--- src/rtl/sev_seg_mux.sv ---
// sev_seg_mux: multiplexed 7-segment driver (clk, rst async high; data/dp_in/load shadowed, blank_lz live; seg/dp/an active-low, registered)
module sev_seg_mux #(
  parameter int DIGITS      = 4,
  parameter int REFRESH_DIV = 1000,
  parameter int HEX         = 1
) (
  input  logic                  clk,
  input  logic                  rst,
  input  logic [4*DIGITS-1:0]   data,
  input  logic [DIGITS-1:0]     dp_in,
  input  logic                  load,
  input  logic                  blank_lz,
  output logic [6:0]            seg,
  output logic                  dp,
  output logic [DIGITS-1:0]     an
);
  localparam int PW = REFRESH_DIV > 1 ? $clog2(REFRESH_DIV) : 1;
  localparam int IW = DIGITS > 1 ? $clog2(DIGITS) : 1;
  logic [PW-1:0]         presc_q, presc_d;
  logic [IW-1:0]         idx_q, idx_d;
  logic [4*DIGITS-1:0]   data_q;
  logic [DIGITS-1:0]     dps_q, an_q, an_d, lz;
  logic [6:0]            seg_q, seg_d, enc;
  logic                  dpo_q, dpo_d, wrap, dsel, zsel;
  logic [3:0]            nib;
  always_comb begin
    wrap    = presc_q == PW'(REFRESH_DIV - 1);
    presc_d = wrap ? '0 : presc_q + PW'(1);
    idx_d   = (DIGITS == 1 || !wrap) ? idx_q : (idx_q == IW'(DIGITS - 1) ? '0 : idx_q + IW'(1));
    lz      = '0;
    nib     = '0;
    dsel    = 1'b0;
    zsel    = 1'b0;
    for (int k = 0; k < DIGITS; k++) begin
      lz[k] = (data_q >> (4 * k)) == '0;
      if (idx_q == IW'(k)) begin
        nib  = data_q[4*k +: 4];
        dsel = dps_q[k];
        zsel = lz[k] && k != 0;
      end
    end
    case (nib)
      4'h0: enc = 7'b0000001;
      4'h1: enc = 7'b1001111;
      4'h2: enc = 7'b0010010;
      4'h3: enc = 7'b0000110;
      4'h4: enc = 7'b1001100;
      4'h5: enc = 7'b0100100;
      4'h6: enc = 7'b0100000;
      4'h7: enc = 7'b0001111;
      4'h8: enc = 7'b0000000;
      4'h9: enc = 7'b0000100;
      4'hA: enc = 7'b0001000;
      4'hB: enc = 7'b1100000;
      4'hC: enc = 7'b0110001;
      4'hD: enc = 7'b1000010;
      4'hE: enc = 7'b0110000;
      default: enc = 7'b0111000;
    endcase
    seg_d = ((blank_lz && zsel) || (HEX == 0 && nib > 4'd9)) ? '1 : enc;
    // all digits off for the clock the index moves, so the old pattern never ghosts onto the new digit
    an_d  = (wrap && DIGITS > 1) ? '1 : ~(DIGITS'(1) << idx_q);
    dpo_d = ~dsel;
  end
  always_ff @(posedge clk or posedge rst) begin
    if (rst) begin
      presc_q <= '0;
      idx_q   <= '0;
      data_q  <= '0;
      dps_q   <= '0;
      seg_q   <= '1;
      dpo_q   <= 1'b1;
      an_q    <= '1;
    end else begin
      presc_q <= presc_d;
      idx_q   <= idx_d;
      if (load) begin
        data_q <= data;
        dps_q  <= dp_in;
      end
      seg_q   <= seg_d;
      dpo_q   <= dpo_d;
      an_q    <= an_d;
    end
  end
  assign seg = seg_q;
  assign dp  = dpo_q;
  assign an  = an_q;
endmodule

--- config.mk ---
export PLATFORM = sky130hd
export DESIGN_NAME = sev_seg_mux
export DESIGN_NICKNAME = d
export VERILOG_FILES = /design/src/rtl/sev_seg_mux.sv
export SDC_FILE = /design/constraint.sdc
export NUM_CORES = 1
export LEC_CHECK = 0
export BUFFER_PORTS_ARGS = -buffer_cell sky130_fd_sc_hd__buf_2
export CAP_MARGIN = 10
export CORE_MARGIN = 5
export CORE_UTILIZATION = 45
export CTS_CLUSTER_SIZE = 30
export DETAILED_ROUTE_END_ITERATION = 16
export HOLD_SLACK_MARGIN = 0.05
export PLACE_DENSITY_LB_ADDON = 0.25
export REMOVE_ABC_BUFFERS = 1
export SLEW_MARGIN = 20
export SYNTH_ARGS = -nofsm -noshare
export SYNTH_HDL_FRONTEND = slang
export SYNTH_SLANG_ARGS = --single-unit
--- constraint.sdc ---
create_clock -name clk -period 2.15 [get_ports clk]
set_input_delay 0.215 -clock clk [delete_from_list [all_inputs] [get_ports clk]]
set_output_delay 0.215 -clock clk [all_outputs]
set_load 0.005 [all_outputs]
## After elaboration in Yosys (flattened, before gate mapping)

Memories as Yosys holds them, arrays and structs flattened.
Index checks and enable logic that the tools add are counted.

| cells by class | value |
|---|---|
| reduce and logical (&&, ||, !) cells | 5 |
| equality and inequality tests | 4 |
| muxes and demuxes | 15 |
| shift-type cells | 1 |
| add/sub/neg operators | 2 |
| bitwise gates (word level) | 2 |

Operators by type and width:

| operator | number |
|---|---|
| $logic_not A16 Y1 | 3 |
| $mux W4 | 5 |
| $add A10 B1 Y10 const B | 1 |
| $eq A10 B10 Y1 const B | 1 |
| $mux W10 | 1 |
| $mux W1 | 7 |
| $mux W7 | 1 |
| $eq A2 B2 Y1 const B | 2 |
| $not A4 Y4 | 1 |
| $shl A1 B2 Y4 const A | 1 |
| $add A2 B1 Y2 const B | 1 |
| $eq A2 B1 Y1 const B | 1 |
| $logic_not A2 Y1 | 1 |
| $mux W2 | 1 |
| $logic_and A1 B1 Y1 | 1 |
| $not A1 Y1 | 1 |

| storage, ports and cells | value |
|---|---|
| memories kept | 1 |
| ROM bits | 112 |
| register bits after elaboration | 44 |
| input bits | 24 |
| logic and storage cells | 37 |

Memory list:

| memory | depth | bits a word | rd ports | clocked after Yosys merged registers in | write ports | RTL line | RTL |
|---|---|---|---|---|---|---|---|
| (no name shown) | 16 | 7 | 1 | 0 | 0 | 42 | `case (nib)` |

## Depth between registers and ports, before layout

Gate-level depths: netlist of run 1.
An unclocked memory read counts as a cell.

| logic depth | value |
|---|---|
| depth after elaboration | 7 |
| gate-level depth with buffers | 11 |
| gate-level depth less buffers | 10 |

## Worst setup path before layout of run 1

No wires, ideal clock.

| timing path | value |
|---|---|
| path kind | register to register |
| start point | register idx_q[0] |
| end point | register seg_q[5], in the netlist seg[5] |
| required time | 2.089 ns |
| clock period less this slack | 2.088 ns |
| buffers on the path | 1 |
| data arrival time | 2.026 ns |
| cell stages (with the launch flop) | 10 |
| library setup time | 0.061 ns |
| slack | 0.062 ns |
| path through | dfrtp_1 > ha_1 > buf_6 > nand3b_1 > a221oi_4 > inv_1 > ha_1 > o21ai_1 > mux2_4 > nand2_1 |

| between the ends | value |
|---|---|
| word-level cells in the longest chain between the ends | 7 |
| elaborated cells on any way between the ends | 14 |

RTL lines:

| item | RTL line | RTL |
|---|---|---|
| start, declared | 20 | `logic [IW-1:0] idx_q, idx_d;` |
| start signal, assigned | 76 | `idx_q <= idx_d;` |
| $logic_not A2 Y1 | 36 | `if (idx_q == IW'(k)) begin` |
| $mux W4 (4 in a row) | 36 |  |
| $mem_v2 Z16 W7 | - |  |
| $mux W7 (*) | 60 | `seg_d = ((blank_lz && zsel) \|\| (HEX == 0 && nib > 4'd9)) ? '1 : enc;` |
| named net seg_d[5] | 23 | `logic [6:0] seg_q, seg_d, enc;` |
| end signal, assigned | 81 | `seg_q <= seg_d;` |
| end, declared | 23 |  |

Mark *: on every way through the listed nets, which the timed path passes. The rest lies on a longest branch.
A chain may end at the register's enable or synchronous reset.

## Final worst setup path of run 1

| timing path | value |
|---|---|
| start point | register idx_q[0] |
| end point | register seg_q[0], in the netlist seg[0] |

Same word-level chain as after synthesis.

==> run_results.csv, run 1 <==
group,metric,value,unit
global_route,antenna_found_initial,0,
power_and_ir_drop,p_leak,1.20,nW
yosys,netlist_area,2220,um2
critical_path,start_kind,"flip-flop",
timing,period_share,0.962,
yosys,synth_area_leaders,"dfrtp_1 (36%), dfstp_2 (14%), mux2_2 (11%), ha_1 (6.2%), nand2_1 (3.9%)",
critical_path,worst-path-buf-inv,2,
detailed_routing,routed_wl,4160,um
min_path,hold_class,"primary input to async pin",
timing,fin_skew,5.70,ps
critical_path,slowest_stage,"dfrtp_2",
flow_run,maxCapViolations,0,
final_layout,post-route-util,0.568,
timing,fin_ws,82.4,ps
global_route,track_usage,0.141,
clock_network,clk_path_buf_depth,2,
detailed_routing,drtPass1Iterations,4,
detailed_routing,wl_per_cell,13.4,um
final_layout,drive_above_1_share,0.457,
clock_network,cts_made_buffers,5,
place,portBuffers,35,
place,gp_congestion,0.826,
outcome,outcome,"finished clean",
critical_path,worst_path_largest_cell_delay,450,ps
final_layout,fillers,438,
timing,period_needed,2070,ps
detailed_routing,drt_iter0_drc,63,
critical_path,path_cells,"ha_2, buf_4, a221oi_4, inv_2, ha_1, mux2_1, nand2_1, o31ai_1",
clock_network,path_clk_slew,80,ps
timing,setup_tns,0,ps
detailed_routing,vias,1540,
global_route,grt_pass1_vias,1548,
yosys,synth_seq_cells,44,
detailed_routing,drc,0,
final_layout,area_growth,21.6,%
die,rows,25,
clock_network,cts_tree,"yes",
yosys,ys.flop_type,"dfrtp_1",
die,die_w,80.3,um
yosys,yosysWarnings,0,
yosys,yosysMostFrequentCell,"dfrtp_1",
timing,rsz0062_at_grt,"true",
critical_path,regToRegStartpoint,"idx_q[0]$_DFFE_PP0P_",
critical_path,arrival,2290,ps
power_and_ir_drop,power.density,637,nW/um2
die,io_pins,36,
power_and_ir_drop,ir_worst_vdd,0.350,mV
place,pre_cts_ws,8.62,ps
clock_network,htreeDepth,2,
yosys,synth_area_per_cell,11.6,um2
yosys,synth_cells,192,
die,start_util,0.467,
timing,fmax,484,MHz
yosys,synth_top_area_share,0.360,
global_route,grt_pass1_wl,7040,um
timing,slew_headroom,0.638,
yosys,synth_top_area_cell,"dfrtp_1",
global_route,overflow,0,
yosys,ys_seq_area_frac,0.502,
die,core_area,4750,um2
clock_network,ctsHoldBuffers,0,
yosys,synth_common_cells,"dfrtp_1 (32), nand2_1 (23), mux2_2 (22)",
timing,finalHoldViolCount,0,
die,dieArea,6440,um2
final_layout,final_nets,277,
timing,setup_violations,0,
critical_path,crit_path_end_kind,"flip-flop",
yosys,yosysUniqueCellTypes,41,
final_layout,diodes,0,
yosys,ys_async_sr_fraction,1.00,
clock_network,cts.sinks,44,
detailed_routing,antenna_left,0,
critical_path,critPathMaxFanout,8,
critical_path,criticalPathCategory,"flip-flop to flip-flop",
clock_network,worstSkewPairLatency,300,ps
clock_network,cts_root_buffer,"clkbuf_8",
yosys,synth-edff-count,0,
critical_path,crit_start,"idx_q[0]$_DFFE_PP0P_",
critical_path,cp.required,2370,ps
die,die_h,80.3,um
power_and_ir_drop,total_power,1.72,mW
critical_path,critPathTopFamily,"adder cells",
global_route,grt_start_max_net_pins,45,
timing,report.final.slew_viol_count,0,
place,dp_hpwl,2990,um
detailed_routing,avgViaCountPerCell,4.97,
timing,tightestPinTransition,543,ps
where the power goes:
group	total [mW]	internal, mW	switching (mW)	leakage (nW)
clock network	0.531	0.262	0.269	0.0455
logic	0.249	0.134	0.115	0.640
registers	0.941	0.907	0.0337	0.511
path summary, 6_finish.rpt:
kind | endpoint | slack [ps] | cells after the start
max | seg[0]$_DFF_PP1_ | 80 | 8
min in group clk | data_q[12]$_DFFE_PP0P_ | 140 | 3
max reg2reg | seg[0]$_DFF_PP1_ | 80 | 8
min reg2reg | dp$_DFF_PP1_ | 420 | 1
min | presc_q[8]$_DFF_PP0_ | 40 | 3
max in group asynchronous | dp$_DFF_PP1_ | 1720 | 3
cells in the final DEF, fill, tap and decap left out, types with 2 or more instances in the layout:
| cell | count |
|---|---|
| buf_2 | 35 |
| dfrtp_1 | 31 |
| mux2_2 | 22 |
| nand2_1 | 22 |
| buf_4 | 15 |
| dfstp_2 | 12 |
| nor2_1 | 8 |
| nand3_1 | 7 |
| ha_1 | 7 |
| inv_1 | 6 |
| o21ai_0 | 6 |
| clkbuf_8 | 6 |
| a21oi_1 | 5 |
| nand3b_1 | 4 |
| nor2b_1 | 4 |
| nand2_2 | 4 |
| inv_2 | 3 |
| nor3_1 | 3 |
| o21ai_1 | 3 |
| mux2i_1 | 3 |
| xor2_1 | 3 |
| ha_4 | 3 |
| or3_1 | 2 |
| nor3b_2 | 2 |
| or2b_1 | 2 |
| xnor2_1 | 2 |
| clkbuf_1 | 2 |
metal layers:
metal,track usage,part of all wire,up-vias,routed length (um)
met5,0,0,-,0
met4,0.0456,0.010,0,42
met3,0.0426,0.048,6,200
met2,0.206,0.44,29,1830
met1,0.197,0.50,731,2090
li1,-,-,774,-
kinds of logic after synthesis:
| family | share of synthesized area |
|---|---|
| and+or+nand+nor | 0.151 |
| DFF | 0.502 |
| muxes | 0.137 |
| AOI/OAI and AO/OA | 0.0867 |
| buffers and inverters | 0.0411 |
| adders and majority gates | 0.0619 |
| xor gates and xnor gates | 0.0197 |
repair_timing:
action	CTS	global route
buffers inserted	0	1
pin swaps	1	2
gates cloned	0	0
resized for setup	2	16
setup endpoints to repair	1	6
flip-flops by register name (all words and copies together), names as in the netlist:
| name | flops |
|---|---|
| data_q | 16 |
| presc_q | 10 |
| seg | 7 |
| an | 4 |
| dps_q | 4 |
| idx_q | 2 |
| dp | 1 |
through the flow:
step / cells / instance area, um2 / hold WS, ps
5_1_grt: 310 / 2700 / 96.9
2_1_floorplan: 185 / 2160 / 325
4_1_cts: 309 / 2620 / 64.5
3_3_place_gp: 301 / 2530 / 385
3_5_place_dp: 301 / 2530 / 389
6_report: 310 / 2700 / 36.1
tightest hold or removal path, stage by stage:
cell and delay [ps]:
buf_2 90, inv_1 40, buf_4 440
layout make-up:
cell class	count	area, um2	share of cell area
multi-input cells	132	1090	0.403
clock buffers	8	90.1	0.0333
flip-flops and latches	44	1120	0.414
well taps	67	83.8	0.0310
repair buffers	50	288	0.107
inverters	9	33.8	0.0125
Power figures use the tool's default switching activity.
==> run 2: changes to the inputs <==
--- a/config.mk
+++ b/config.mk
@@ -7,6 +7,7 @@
 export LEC_CHECK = 0
 export BUFFER_PORTS_ARGS = -buffer_cell sky130_fd_sc_hd__buf_2
 export CAP_MARGIN = 10
+export CORE_ASPECT_RATIO = 1.25
 export CORE_MARGIN = 5
 export CORE_UTILIZATION = 45
 export CTS_CLUSTER_SIZE = 30
==> run 2 against run 1 <==
  * Utilization is 0.14 points higher
  * Via count is 1.2% higher
  * Critical path type unchanged
  * Clock skew grew 8.1 ps
  * First-iteration DRC count increased by 68%
  * Maximum frequency is 2.3% lower
  * Sequential power barely moved
  * Register-to-register slack worse by 50 ps
==> run_results.csv, run 2 (same netlist as run 1, synthesis figures left out) <==
group,metric,value,unit
final_layout,fin_area,2710,um2
global_route,grt_start_max_net_pins,45,
clock_network,cts_root_buffer,"clkbuf_8",
timing,tightestPinTransition,542,ps
critical_path,start_kind,"flip-flop",
power_and_ir_drop,power.density,641,nW/um2
clock_network,cts_made_buffers,5,
final_layout,area_growth,22.1,%
power_and_ir_drop,p_sw,0.432,mW
detailed_routing,antenna_left,0,
detailed_routing,routed_wl,4310,um
timing,setup_tns,0,ps
final_layout,drive_above_1_share,0.480,
die,core_area,4760,um2
timing,rsz0062_at_grt,"true",
place,portBuffers,35,
timing,fin_skew,13.8,ps
power_and_ir_drop,p_sw_frac,0.249,
detailed_routing,wl_per_cell,14.2,um
power_and_ir_drop,ir_worst_vdd,0.404,mV
detailed_routing,drc,0,
die,rows,28,
clock_network,worstSkewPairLatency,300,ps
final_layout,diodes,0,
detailed_routing,drt_iter0_drc,106,
final_layout,final_cell_mix,"buf_2 (35), dfrtp_1 (30), mux2_2 (22), nand2_1 (22), buf_4 (15)",
critical_path,arrival,2350,ps
place,placed_area,2500,um2
critical_path,cp.required,2380,ps
die,start_util,0.466,
power_and_ir_drop,p_int,1.31,mW
die,io_pins,36,
global_route,track_usage,0.139,
timing,fmax,473,MHz
power_and_ir_drop,total_power,1.74,mW
clock_network,path_clk_slew,90,ps
final_layout,final_nets,278,
critical_path,crit_path_end_kind,"flip-flop",
power_and_ir_drop,comb_power_share,0.148,
global_route,antenna_found_initial,0,
timing,slew_headroom,0.638,
clock_network,htreeDepth,2,
clock_network,clk_path_buf_depth,2,
final_layout,final_common_cell,"buf_2",
final_layout,top_register,"data_q",
outcome,outcome,"finished clean",
power_and_ir_drop,p_seq_frac,0.540,
detailed_routing,vias,1558,
global_route,grt_pass1_vias,1639,
detailed_routing,drtPass1Iterations,4,
die,die_w,72.9,um
place,dp_hpwl,3020,um
power_and_ir_drop,clockPowerShare,0.312,
global_route,overflow,0,
die,die_h,88.6,um
die,dieArea,6450,um2
timing,report.final.slew_viol_count,0,
clock_network,ctsHoldBuffers,0,
min_path,hold_class,"primary input to async pin",
place,gp_congestion,0.777,
global_route,grt_pass1_wl,7130,um
detailed_routing,avgViaCountPerCell,5.13,
power_and_ir_drop,p_leak,1.19,nW
timing,holdWs,44.7,ps
timing,setup_violations,0,
critical_path,critPathMaxFanout,4,
clock_network,cts_tree,"yes",
final_layout,largest_reg_flops,16,
final_layout,fillers,443,
critical_path,criticalPathCategory,"flip-flop to flip-flop",
timing,period_needed,2120,ps
flow_run,maxCapViolations,0,
timing,period_share,0.984,
clock_network,cts.sinks,44,
timing,finalHoldViolCount,0,
-- run 2: power groups by stage --
| stage | Clock [mW] | Combinational, mW | Sequential [mW] |
|---|---|---|---|
| 6_report | 0.542 | 0.257 | 0.939 |
| 5_1_grt | 0.595 | 0.288 | 0.949 |
| 4_1_cts | 0.557 | 0.244 | 0.939 |
| 3_5_place_dp | 0 | 0.242 | 0.955 |
| 3_3_place_gp | 0 | 0.237 | 0.953 |
| 2_1_floorplan | 0 | 0.151 | 0.950 |
-- run 2: worst paths after layout --
check	end	slack, ps	start	cells past startpoint
max	seg[5]$_DFF_PP1_	30	idx_q[1]$_DFFE_PP0P_	9
min	data_q[4]$_DFFE_PP0P_	40	rst	3
max reg2reg	seg[5]$_DFF_PP1_	30	idx_q[1]$_DFFE_PP0P_	9
min reg2reg	dp$_DFF_PP1_	420	dps_q[3]$_DFFE_PP0P_	1
max in group asynchronous	idx_q[0]$_DFFE_PP0P_	1720	rst	3
min in group clk	data_q[12]$_DFFE_PP0P_	140	data[12]	3
-- run 2: layout make-up --
type,instances,area (um2),area share
flip-flops and latches,44,1120,0.412
multi-input cells,132,1080,0.400
repair buffers,51,299,0.110
clock buffers,6,82.6,0.0304
well taps,60,75.1,0.0277
inverters,9,38.8,0.0143
clock inverters,2,15.0,0.00553
-- run 2: metal layers --
metal,track usage,share of wire,vias to the layer above
met1,0.164,0.42,747
met5,0,0,-
li1,-,-,774
met4,0.0403,0.019,0
met2,0.256,0.52,28
met3,0.0239,0.044,9
-- run 2: critical path, stage by stage (launching register included) --
cell      delay [ps]
dfrtp_2          450
inv_4             70
ha_4             170
nand3b_1         190
a221oi_4         370
inv_2            110
ha_1             300
o21ai_1           70
mux2_4           260
nand2_1           60
-- run 2: through the flow --
stage                     instances  setup WS [ps]  utilization
after CTS                       300           3.18        0.548
final                           304           34.4        0.570
after floorplan                 185          -73.4            -
after detailed placement        292          -23.1        0.526
after global routing            304          -65.4        0.570
after global placement          292           8.11        0.526
-- run 2: repair_timing --
action	CTS	global route
cloned	0	0
endpoints found under the hold margin	0	0
setup buffers	0	4
pin swaps	0	5
setup endpoints to repair	4	6
gates resized for setup	3	22
==> run 3: changes to the inputs <==
--- a/config.mk
+++ b/config.mk
@@ -9,12 +9,13 @@
 export CAP_MARGIN = 10
 export CORE_ASPECT_RATIO = 1.25
 export CORE_MARGIN = 5
-export CORE_UTILIZATION = 45
+export CORE_UTILIZATION = 40
 export CTS_CLUSTER_SIZE = 30
 export DETAILED_ROUTE_END_ITERATION = 16
 export HOLD_SLACK_MARGIN = 0.05
 export PLACE_DENSITY_LB_ADDON = 0.25
 export REMOVE_ABC_BUFFERS = 1
+export SKIP_CTS_REPAIR_TIMING = 1
 export SLEW_MARGIN = 20
 export SYNTH_ARGS = -nofsm -noshare
 export SYNTH_HDL_FRONTEND = slang
==> run 3 against run 2 <==
  * Critical path depth is 1 lower
  * Global-route usage decreased by 1.2 points
  * Clock skew decreased by 5.4 ps
  * Via count rose by 2.0%
  * Highest routed layer unchanged
==> run_results.csv, run 3 (same netlist as run 1, synthesis figures left out) <==
group,metric,value,unit
timing,fmax,472,MHz
timing,period_share,0.985,
final_layout,final_nets,288,
power_and_ir_drop,p_sw_frac,0.231,
place,dp_hpwl,3190,um
power_and_ir_drop,p_seq_frac,0.501,
critical_path,start_kind,"flip-flop",
detailed_routing,vias,1589,
flow_run,maxCapViolations,0,
place,gp_congestion,0.771,
detailed_routing,top_layer_used,"met4",
final_layout,final_common_cell,"buf_2",
timing,tightestPinTransition,517,ps
detailed_routing,drt_iter0_drc,53,
place,dpl.cell_count,300,
timing,finalHoldViolCount,0,
power_and_ir_drop,p_sw,0.432,mW
final_layout,post-route-util,0.518,
detailed_routing,drtPass1Iterations,4,
power_and_ir_drop,ir_worst_vdd,0.335,mV
clock_network,worstSkewPairLatency,290,ps
critical_path,criticalPathCategory,"flip-flop to flip-flop",
power_and_ir_drop,clockPowerShare,0.350,
power_and_ir_drop,power.density,669,nW/um2
final_layout,stdcell_count,318,
global_route,grt_start_max_net_pins,22,
place,portBuffers,35,
detailed_routing,wl_met3,183,um
critical_path,arrival,2320,ps
clock_network,htreeDepth,2,
clock_network,clk_path_buf_depth,2,
timing,rsz0062_at_grt,"true",
global_route,overflow,0,
min_path,hold_class,"primary input to flip-flop",
timing,fin_skew,8.38,ps
die,io_pins,36,
clock_network,cts_root_buffer,"clkbuf_8",
final_layout,diodes,0,
global_route,track_usage,0.127,
global_route,grt_pass1_vias,1652,
clock_network,path_clk_slew,80,ps
final_layout,area_growth,26.0,%
global_route,grt_pass1_wl,7370,um
detailed_routing,antenna_left,0,
detailed_routing,route.met2.wl,2430,um
die,die_w,76.7,um
die,start_util,0.411,
power_and_ir_drop,p_int,1.44,mW
global_route,antenna_found_initial,0,
timing,setup_violations,0,
detailed_routing,wl_per_cell,13.8,um
clock_network,cts_made_buffers,5,
detailed_routing,drc,0,
final_layout,top_register,"data_q",
die,dieArea,7160,um2
critical_path,critPathMaxFanout,9,
detailed_routing,avgViaCountPerCell,5.00,
final_layout,drive_above_1_share,0.496,
critical_path,cp.required,2350,ps
timing,period_needed,2120,ps
die,core_area,5410,um2
final_layout,fillers,511,
critical_path,crit_path_end_kind,"flip-flop",
detailed_routing,wl_met1,1730,um
outcome,outcome,"finished clean",
die,rows,30,
final_layout,final_cell_mix,"buf_2 (35), dfrtp_1 (31), buf_4 (23)",
final_layout,largest_reg_flops,16,
place,placed_area,2540,um2
die,die_h,93.3,um
detailed_routing,routed_wl,4400,um
power_and_ir_drop,p_leak,1.25,nW
timing,slew_headroom,0.653,
clock_network,cts_tree,"yes",
timing,report.final.slew_viol_count,0,
clock_network,cts.sinks,44,
final_layout,fin_area,2800,um2
power_and_ir_drop,comb_power_share,0.148,
-- run 3: cell count changes in the layout (fill, tap and decap cells not counted), moves of 2 or more --
cell and change:
buf_4 +8, ha_4 -2, clkinvlp_4 -2, ha_2 +2
-- run 3: cell type report --
type	count	area, um2	area share
multi-input cells	132	1060	0.380
inverters	9	36.3	0.0130
well taps	64	80.1	0.0286
clock buffers	6	82.6	0.0295
clock inverters	2	38.8	0.0139
flip-flops and latches	44	1120	0.399
repair buffers	61	380	0.136
-- run 3: worst max-delay path, stage by stage (launching register included) --
cell	delay, ps
dfrtp_2	450
ha_2	220
buf_4	160
nand3b_1	160
a311oi_2	320
buf_6	190
mux2_2	330
nand2_1	60
o311ai_0	130
-- run 3: stage by stage --
step                      hold WS, ps  setup TNS (ps)  power [mW]  worst slack, ps
after CTS                        -108           -65.7        1.86            -31.8
after global routing              146            -169        1.97            -67.1
final                             125               0        1.87             31.4
after detailed placement          217           -10.2        1.20            -8.37
after floorplan                   325           -79.7        1.10            -73.4
after global placement            218               0        1.20             11.2
-- run 3: routing by layer --
layer  track usage  vias up
li1              -      788
met3        0.0356        4
met4        0.0481        0
met5             0        -
met1         0.140      766
met2         0.229       31
-- run 3: power groups by stage --
stage	registers, mW	logic [mW]	clock network [mW]
final	0.939	0.278	0.657
after global routing	0.949	0.312	0.706
after CTS	0.938	0.247	0.676
after detailed placement	0.954	0.246	0
after global placement	0.953	0.244	0
after floorplan	0.950	0.151	0
-- run 3: worst paths after layout --
kind / startpoint / end / slack (ps) / depth (start not counted)
worst max-delay path: idx_q[0]$_DFFE_PP0P_ / seg[1]$_DFF_PP1_ / 30 / 8
worst min-delay path: data[12] / data_q[12]$_DFFE_PP0P_ / 130 / 3
worst min register to register: dps_q[3]$_DFFE_PP0P_ / dp$_DFF_PP1_ / 420 / 1
min in group asynchronous: rst / presc_q[9]$_DFF_PP0_ / 430 / 3
worst max register to register: idx_q[0]$_DFFE_PP0P_ / seg[1]$_DFF_PP1_ / 30 / 8
max in group asynchronous: rst / dp$_DFF_PP1_ / 1120 / 4
